**src/rtl/riscv_fetch_pkg.sv**
```systemverilog
// rtl/riscv_fetch_pkg.sv - shared constants and types for the instruction fetch stage
package riscv_fetch_pkg;

  localparam int unsigned INSTR_BYTES      = 4;
  localparam logic [31:0] DEFAULT_RESET_PC = 32'h0000_0000;

  typedef struct packed {
    logic [31:0] pc;
    logic [31:0] word;
  } fetch_entry_t;

  // Counters must represent 0..depth inclusive.
  function automatic int unsigned credit_width(input int unsigned depth);
    return $clog2(depth + 1);
  endfunction

endpackage

```
**src/rtl/riscv_fetch_instr_fifo.sv**
```systemverilog
// rtl/riscv_fetch_instr_fifo.sv - synchronous FIFO with flush, power-of-two depth
module riscv_fetch_instr_fifo #(
  parameter int unsigned WIDTH = 32,
  parameter int unsigned DEPTH = 4
) (
  input  logic                         i_clk,
  input  logic                         i_rst,
  input  logic                         i_flush,
  input  logic                         i_push,
  input  logic [WIDTH-1:0]             i_wdata,
  input  logic                         i_pop,
  output logic [WIDTH-1:0]             o_rdata,
  output logic [$clog2(DEPTH+1)-1:0]   o_count
);

  localparam int unsigned AW = (DEPTH > 1) ? $clog2(DEPTH) : 1;
  localparam int unsigned CW = $clog2(DEPTH + 1);

  logic [WIDTH-1:0] r_mem [DEPTH];
  logic [AW-1:0]    r_wptr;
  logic [AW-1:0]    r_rptr;
  logic [CW-1:0]    r_count;
  logic             w_full;
  logic             w_push;
  logic             w_pop;

  assign w_full  = (r_count == CW'(DEPTH));
  assign w_pop   = i_pop && (r_count != '0);
  // A push into a full FIFO is only legal when the head leaves the same cycle.
  assign w_push  = i_push && (!w_full || w_pop);
  assign o_rdata = r_mem[r_rptr];
  assign o_count = r_count;

  always_ff @(posedge i_clk or posedge i_rst) begin
    if (i_rst) begin
      r_wptr  <= '0;
      r_rptr  <= '0;
      r_count <= '0;
    end else if (i_flush) begin
      r_wptr  <= '0;
      r_rptr  <= '0;
      r_count <= '0;
    end else begin
      if (w_push) r_wptr <= r_wptr + 1'b1;
      if (w_pop)  r_rptr <= r_rptr + 1'b1;
      case ({w_push, w_pop})
        2'b10:   r_count <= r_count + 1'b1;
        2'b01:   r_count <= r_count - 1'b1;
        default: r_count <= r_count;
      endcase
    end
  end

  always_ff @(posedge i_clk) begin
    if (w_push && !i_flush) r_mem[r_wptr] <= i_wdata;
  end

endmodule

```
**src/rtl/riscv_fetch.sv**
```systemverilog
// rtl/riscv_fetch.sv - RISC-V fetch stage: PC, credit-limited imem requests, instruction queue
module riscv_fetch
  import riscv_fetch_pkg::*;
#(
  parameter logic [31:0] RESET_PC = DEFAULT_RESET_PC,
  parameter int unsigned QDEPTH   = 4
) (
  input  logic        i_clk,
  input  logic        i_rst,
  output logic        o_imem_req_valid,
  input  logic        i_imem_req_ready,
  output logic [31:0] o_imem_addr,
  input  logic        i_imem_rsp_valid,
  input  logic [31:0] i_imem_rsp_data,
  input  logic        i_redirect,
  input  logic [31:0] i_redirect_pc,
  output logic        o_instr_valid,
  input  logic        i_instr_ready,
  output logic [31:0] o_instr,
  output logic [31:0] o_instr_pc
);

  localparam int unsigned CW = credit_width(QDEPTH);

  logic [31:0]  r_fetch_pc;
  logic [CW-1:0] r_outstanding;
  logic [CW-1:0] r_drop;

  logic [31:0]  w_redirect_pc;
  logic [CW:0]  w_inflight;
  logic         w_req_fire;
  logic         w_rsp_ok;
  logic         w_rsp_live;
  logic         w_q_push;
  logic         w_q_pop;
  logic [31:0]  w_rsp_pc;
  logic [CW-1:0] w_pc_count;
  logic [CW-1:0] w_q_count;
  fetch_entry_t w_q_head;
  fetch_entry_t w_q_wdata;

  assign w_redirect_pc = i_redirect_pc & ~32'h3;

  // Credits cover both in-flight requests and buffered words so the queue never overflows.
  assign w_inflight       = {1'b0, r_outstanding} + {1'b0, w_q_count};
  assign o_imem_req_valid = !i_rst && !i_redirect && (w_inflight < (CW+1)'(QDEPTH));
  assign o_imem_addr      = r_fetch_pc;
  assign w_req_fire       = o_imem_req_valid && i_imem_req_ready;

  // Responses with nothing outstanding are stray (e.g. issued before reset) and ignored.
  assign w_rsp_ok   = i_imem_rsp_valid && (r_outstanding != '0);
  assign w_rsp_live = w_rsp_ok && (r_drop == '0) && (w_pc_count != '0);
  assign w_q_push   = w_rsp_live && !i_redirect;
  assign w_q_pop    = o_instr_valid && i_instr_ready;

  assign w_q_wdata.pc   = w_rsp_pc;
  assign w_q_wdata.word = i_imem_rsp_data;

  assign o_instr_valid = (w_q_count != '0);
  assign o_instr       = o_instr_valid ? w_q_head.word : 32'h0;
  assign o_instr_pc    = o_instr_valid ? w_q_head.pc   : 32'h0;

  riscv_fetch_instr_fifo #(
    .WIDTH (32),
    .DEPTH (QDEPTH)
  ) u_pc_fifo (
    .i_clk   (i_clk),
    .i_rst   (i_rst),
    .i_flush (i_redirect),
    .i_push  (w_req_fire),
    .i_wdata (r_fetch_pc),
    .i_pop   (w_rsp_live),
    .o_rdata (w_rsp_pc),
    .o_count (w_pc_count)
  );

  riscv_fetch_instr_fifo #(
    .WIDTH ($bits(fetch_entry_t)),
    .DEPTH (QDEPTH)
  ) u_instr_q (
    .i_clk   (i_clk),
    .i_rst   (i_rst),
    .i_flush (i_redirect),
    .i_push  (w_q_push),
    .i_wdata (w_q_wdata),
    .i_pop   (w_q_pop),
    .o_rdata (w_q_head),
    .o_count (w_q_count)
  );

  always_ff @(posedge i_clk or posedge i_rst) begin
    if (i_rst) begin
      r_fetch_pc    <= RESET_PC;
      r_outstanding <= '0;
      r_drop        <= '0;
    end else if (i_redirect) begin
      // Everything still in flight belongs to the squashed path.
      r_fetch_pc    <= w_redirect_pc;
      r_outstanding <= r_outstanding - CW'(w_rsp_ok);
      r_drop        <= r_outstanding - CW'(w_rsp_ok);
    end else begin
      if (w_req_fire) r_fetch_pc <= r_fetch_pc + 32'(INSTR_BYTES);
      r_outstanding <= r_outstanding + CW'(w_req_fire) - CW'(w_rsp_ok);
      if (w_rsp_ok && (r_drop != '0)) r_drop <= r_drop - 1'b1;
    end
  end

endmodule

```
**config.mk**
```make
export PLATFORM = sky130hd
export DESIGN_NAME = riscv_fetch
export DESIGN_NICKNAME = d
export VERILOG_FILES = /design/src/rtl/riscv_fetch_pkg.sv /design/src/rtl/riscv_fetch_instr_fifo.sv /design/src/rtl/riscv_fetch.sv
export SDC_FILE = /design/constraint.sdc
export NUM_CORES = 1
export LEC_CHECK = 0
export BUFFER_PORTS_ARGS = -buffer_cell sky130_fd_sc_hd__clkbuf_2
export CAP_MARGIN = 10
export CORE_MARGIN = 2
export CORE_UTILIZATION = 55
export CTS_BUF_LIST = sky130_fd_sc_hd__clkbuf_4
export DETAILED_ROUTE_END_ITERATION = 12
export PLACE_DENSITY = 0.78
export SLEW_MARGIN = 20
export SYNTH_ARGS = -nofsm -noshare
export SYNTH_HDL_FRONTEND = slang
export SYNTH_SLANG_ARGS = --single-unit
```
**constraint.sdc**
```tcl
create_clock -name i_clk -period 3.05 [get_ports i_clk]
set_input_delay 0.61 -clock i_clk [delete_from_list [all_inputs] [get_ports i_clk]]
set_output_delay 0.61 -clock i_clk [all_outputs]
set_load 0.05 [all_outputs]
```
==> results of run 1 <==
[where the power goes]
part           internal [uW]  switching [uW]  leakage, uW
combinational            511             911      0.00247
clock                   2310            2080     0.000752
sequential              6410             190      0.00394
total                   9240            3180      0.00716
[final cells by class]
class,count,area (um^2)
sequential,418,12300
fill,2063,10300
multi-input combinational,419,4270
timing repair buffer,211,1630
clock buffer,149,1120
tap,396,495
clock inverter,25,143
inverter,21,78.8
antenna,1,2.50
[worst max path at each step]
stage                                   to  slack [ps]  cells past startpoint
floorplan           u_pc_fifo.r_mem[1][10]          90                      7
global placement          r_outstanding[2]         280                     11
detailed placement        r_outstanding[2]         240                     11
CTS                            o_instr[12]         0.3                      5
global route                o_instr_pc[20]         -10                      5
finish                          o_instr[1]          70                      5
[routing by layer]
metal,vias to the layer above,global-route usage
met1,4702,0.285
li1,4191,-
met5,-,0
met2,380,0.355
met3,53,0.0441
met4,0,0.0743
[through the flow]
| stage | setup WS [ps] | setup TNS [ps] | util | power [uW] |
|---|---|---|---|---|
| after detailed placement | 245 | 0 | 0.607 | 8070 |
| after global placement | 281 | 0 | 0.607 | 8020 |
| after floorplan | 89.9 | 0 | - | 7650 |
| after CTS | 0.306 | 0 | 0.659 | 12500 |
| after global routing | -14.3 | -57.0 | 0.661 | 13000 |
| final | 69.4 | 0 | 0.661 | 12400 |
[sequential cells by signal, summed over array words and instances (netlist names), 3 cells and up]
signal and cells:
r_drop 3, u_pc_fifo.o_count 3, r_outstanding 3, u_instr_q.o_count 3
o_imem_addr 30, u_instr_q.r_mem 248, u_pc_fifo.r_mem 120
[repair_timing]
action | in CTS | in global routing
setup endpoints to repair | 63 | 53
hold buffers | 1 | 0
buffers inserted | 7 | 0
cloned | 1 | 2
resized for setup | 61 | 32
endpoints found under the hold margin | 23 | 0
[layout by cell type (no fill, tap or decap), drive strengths merged, types with 23 or more instances in the layout]
cell type	instances
edfxtp	368
clkbuf	284
mux4	92
buf	75
and2	72
nand2	51
dfrtp	50
nor2	25
o21ai	23
inv	23
[synth_stat cells (9+ instances only)]
master / instances / share of area
edfxtp_1: 368 / 0.66
mux4_2: 92 / 0.12
and2_1: 72 / 0.027
nand2_1: 51 / 0.011
dfrtp_1: 50 / 0.074
clkbuf_1: 25 / 0.0056
nor2_1: 25 / 0.0056
o21ai_0: 23 / 0.0068
inv_1: 20 / 0.0045
nand3_1: 19 / 0.0056
ha_1: 17 / 0.013
buf_2: 11 / 0.0033
xor2_1: 10 / 0.0052
nand4_1: 9 / 0.0033
o211ai_1: 9 / 0.0040
[logic make-up (layout without fill, tap and decap cells)]
family,Yosys count,in the layout
fa+ha+maj,20,20
simple gates,209,209
buf+inv,68,406
mux,99,99
compound gates,72,72
xor+xnor,15,15
flops,418,418
other cells,1,5
==> results.toml, run 1 <==
[route]
routed-wl-met2_um = 16800
drt_first_pass_iters = 5
first_iter_violations = 665
wl_per_cell_um = 20.5
finalWirelength_um = 33600
vias = 9326
drc = 0
wl_met3_um = 2540
top_layer = "met4"
ant_nets = 0
viasPerCell = 5.69
wl_met1_um = 13600

[power_and_ir_drop]
power.density_nw_per_um2 = 620
ir_worst_vdd_uv = 414
leakagePower_uw = 0.00716

[worst_setup_path]
cp-start-kind = "register"
regToRegSetupSlack_ps = 260
crit_buf_inv = 3
crit_chain = "buf_6 > clkbuf_16 > mux4_2 > and2_1 > clkbuf_4"
slowest_delay_ps = 510
critPathRequiredTime_ps = 2440
r2r_start = "u_instr_q.o_count[2]"
timing_worst_setup_path_type = "reg -> out"
cp-end-kind = "output pin"
crit_slowest_cell = "mux4_2"
worstRegToRegCells = 11
worst_r2r_endpoint = "r_outstanding[2]"
cp_data_arrival_time_ps = 2370
crit_path_start = "u_instr_q.r_rptr[0]"
crit_path_max_fanout = 6
cp_top_family = "buffers and inverters"

[grt]
grt-ovfl-total = 0
antenna_found_initial = 1
grt_max_degree = 65
grt_use_total = 0.214
grt_pass1_wl_um = 52000
grt_pass1_vias = 9808

[synth]
synth_cell_types = 57
synthArstFlopShare = 0.120
synthMuxAreaShare = 0.127
synth_top_family_by_area = "multiplexers"
synth-xor-area-share = 0.00779
seq_area_frac_synth = 0.730
synth-edff-count = 368
synth.avg_cell_area_um2 = 18.7
synthCells = 902
synth.ff_latch_count = 418
synth-compound-area-share = 0.0320
netlist_area_um2 = 16900
synth_warnings = 0
yosys.area_share.adder = 0.0162
ys.flop_type = "edfxtp_1"
yosys.area_share.simple = 0.0689

[min_path]
hold_depth = 1
hold_path_startpoint = "i_imem_rsp_data[8]"
whs_endpoint = "u_instr_q.r_mem[0][8]"
hold_path.class = "in -> reg"

[sta]
rsz0062_at_grt = "true"
timing.final.crit_share = 0.977
period_minus_slack_ps = 2980
max-slew-margin-rel = 0.492
slew_violations = 0
worst_slew_pin_slew_ps = 758
clock.fmax_mhz = 336
holdWs_ps = 98.9
setup_viol = 0
fin_skew_ps = 56.5
finalHoldViolCount = 0

[die]
coreArea_um2 = 30300
die_height_um = 179
die_w_um = 179
initial_core_util = 0.556
core.rowCount = 64
dieArea_um2 = 32100
io_pins = 168

[outcome]
status = "finished clean"

[finish]
area_growth_pct = 18.9
drive_gt1_frac = 0.396
finalInstanceArea_um2 = 20100
final_nets = 1265
fin_cells = 1640

[clock_network]
clock_sinks = 418
cts_tree = "yes"
clk_path_buf_depth = 3
clkSlewWorstSetupHoldPaths_ps = 60
clk_latency_ps = 730
root_buffer = "clkbuf_4"
cts_made_buffers = 104
cts-htree-levels = 3

[placed_design]
dpl_cell_area_um2 = 18400
placed_cells = 1454
io_buffers = 161
finalWeightedCongestion = 0.806
dp_hpwl_um = 20800

[flow_run]
cap_violations = 0
Note: power is estimated with default switching activity, not from simulation.
==> run 2: changes to the inputs <==
Settings changed: CORE_ASPECT_RATIO set to 1.25.
==> run 2 against run 1 <==
Compared with the run above: register-to-register slack worse by 40 ps; sequential share of layout area is 0.11 points lower; die area about the same; total power down 1.8%; final area is 0.18% higher; first-iteration DRC count rose by 9.2%; core utilization is 0.63 points higher; count of clock-buffer cells in the layout is 21 lower; clock skew decreased by 17 ps; clock power decreased by 5.7%; worst setup slack improved by 19 ps; largest power group unchanged; highest routed layer unchanged.
==> results.toml, run 2 (synthesis results as in run 1) <==
[clock_network]
root_buffer = "clkbuf_4"
cts_tree = "yes"
clk_latency_ps = 730
cts-htree-levels = 3
cts_made_buffers = 95
clock_sinks = 418
clk_path_buf_depth = 3
clkSlewWorstSetupHoldPaths_ps = 70

[min_path]
hold_path_startpoint = "i_redirect_pc[5]"
hold_path.class = "in -> reg"
whs_endpoint = "o_imem_addr[5]"
hold_depth = 3

[route]
wl_per_cell_um = 19.8
finalWirelength_um = 32300
drt_first_pass_iters = 5
first_iter_violations = 726
drc = 0
ant_nets = 0
vias = 9162
viasPerCell = 5.62

[sta]
finalWorstSetupSlack_ps = 88.0
slew_violations = 0
period_minus_slack_ps = 2960
tns_ps = 0
clock.fmax_mhz = 338
setup_viol = 0
rsz0062_at_grt = "true"
max-slew-margin-rel = 0.507
timing.final.crit_share = 0.971
fin_skew_ps = 39.3
finalHoldViolCount = 0
worst_slew_pin_slew_ps = 737

[worst_setup_path]
cp_data_arrival_time_ps = 2350
crit_path_max_fanout = 12
r2r_start = "u_instr_q.o_count[2]"
crit_chain = "buf_12 > buf_12 > mux4_2 > and2_4 > clkbuf_8"
worstRegToRegCells = 8
regToRegSetupSlack_ps = 220
cp-end-kind = "output pin"
cp_top_family = "buffers and inverters"
worst_r2r_endpoint = "u_pc_fifo.r_mem[1][10]"
crit_path_frequent_cell = "buf_12"
critPathRequiredTime_ps = 2440
cp-start-kind = "register"
crit_slowest_cell = "mux4_2"
timing_worst_setup_path_type = "reg -> out"
crit_buf_inv = 3
slowest_delay_ps = 510

[grt]
grt_pass1_wl_um = 50900
grt-ovfl-total = 0
grt_use_total = 0.208
grt_pass1_vias = 9637
antenna_found_initial = 1
grt_max_degree = 61

[die]
coreArea_um2 = 30100
io_pins = 168
dieArea_um2 = 32100
core.rowCount = 71
die_w_um = 161
initial_core_util = 0.560
die_height_um = 200

[finish]
area_growth_pct = 19.1
multi_input_area_um2 = 4300
drive_gt1_frac = 0.389
largest_reg_flops = 248
regMostFlops = "u_instr_q.r_mem"
nFillCells = 2000
final_nets = 1248
layout_commonest_cell = "edfxtp_1"
register_area_um2 = 12300
final_cell_mix = "368 x edfxtp_1, 137 x clkbuf_4, 99 x clkbuf_2"

[power_and_ir_drop]
combPwrFrac = 0.117
power.density_nw_per_um2 = 607
ir_worst_vdd_uv = 414
clkPwrFrac = 0.341
internal_power_uw = 9080
leakagePower_uw = 0.00710
power_switching_uw = 3120
swShare = 0.256
power_frac_seq = 0.542

[outcome]
status = "finished clean"

[placed_design]
dpl_worst_slack_ps = 236
dp_hpwl_um = 20100
io_buffers = 161
finalWeightedCongestion = 0.867

[flow_run]
cap_violations = 0
-- run 2: power by group through the flow --
stage               Sequential [uW]  Combinational [uW]  Clock, uW
floorplan                      6820                 829          0
global placement               6720                1290          0
detailed placement             6740                1310          0
CTS                            6600                1420       4290
global route                   6630                1560       4570
finish                         6610                1430       4150
-- run 2: worst max path at each step --
stage,start,endpoint,slack (ps),depth (start not counted)
4_1_cts,u_instr_q.r_rptr[0],o_instr_pc[30],-20,5
5_1_grt,u_instr_q.r_rptr[0],o_instr[25],-30,5
6_report,u_instr_q.r_rptr[0],o_instr[25],90,5
3_5_place_dp,i_rst,u_pc_fifo.r_mem[1][13],240,8
2_1_floorplan,u_instr_q.o_count[2],u_pc_fifo.r_mem[1][10],90,7
3_3_place_gp,i_rst,u_pc_fifo.r_mem[1][13],280,8
-- run 2: repair_timing --
item | in CTS | in global routing
gates resized for setup | 80 | 77
hold buffers | 1 | 0
setup endpoints to repair | 63 | 56
setup buffers | 4 | 0
cloned | 1 | 0
hold endpoints to repair | 18 | 0
-- run 2: routing by layer --
metal	track usage	vias to the layer above	wire length (um)	part of all wire
met4	0.0791	0	484	0.015
met5	0	-	0	0
met3	0.0436	44	2050	0.063
met2	0.367	332	17000	0.53
li1	-	4154	-	-
met1	0.256	4632	12700	0.39
-- run 2: final cells by class --
cell class	instances	share of cell area
Antenna cell	1	0.000125
Clock buffer	128	0.0478
Clock inverter	39	0.0110
Inverter	21	0.00392
Multi-Input combinational cell	419	0.214
Sequential cell	418	0.613
Tap cell	401	0.0250
Timing Repair Buffer	203	0.0850
-- run 2: worst min-delay path: stages --
cell and delay (ps):
clkbuf_2 80, nand2_1 40, o21ai_0 50
-- run 2: stage by stage --
step,instances,util,cell area [um^2],power [uW],hold WS (ps)
after detailed placement,1456,0.612,18400,8050,529
after global routing,1630,0.667,20100,12800,35.2
after global placement,1456,0.612,18400,8010,523
after floorplan,905,-,16900,7650,503
final,1630,0.667,20100,12200,84.6
after CTS,1629,0.664,20000,12300,18.2
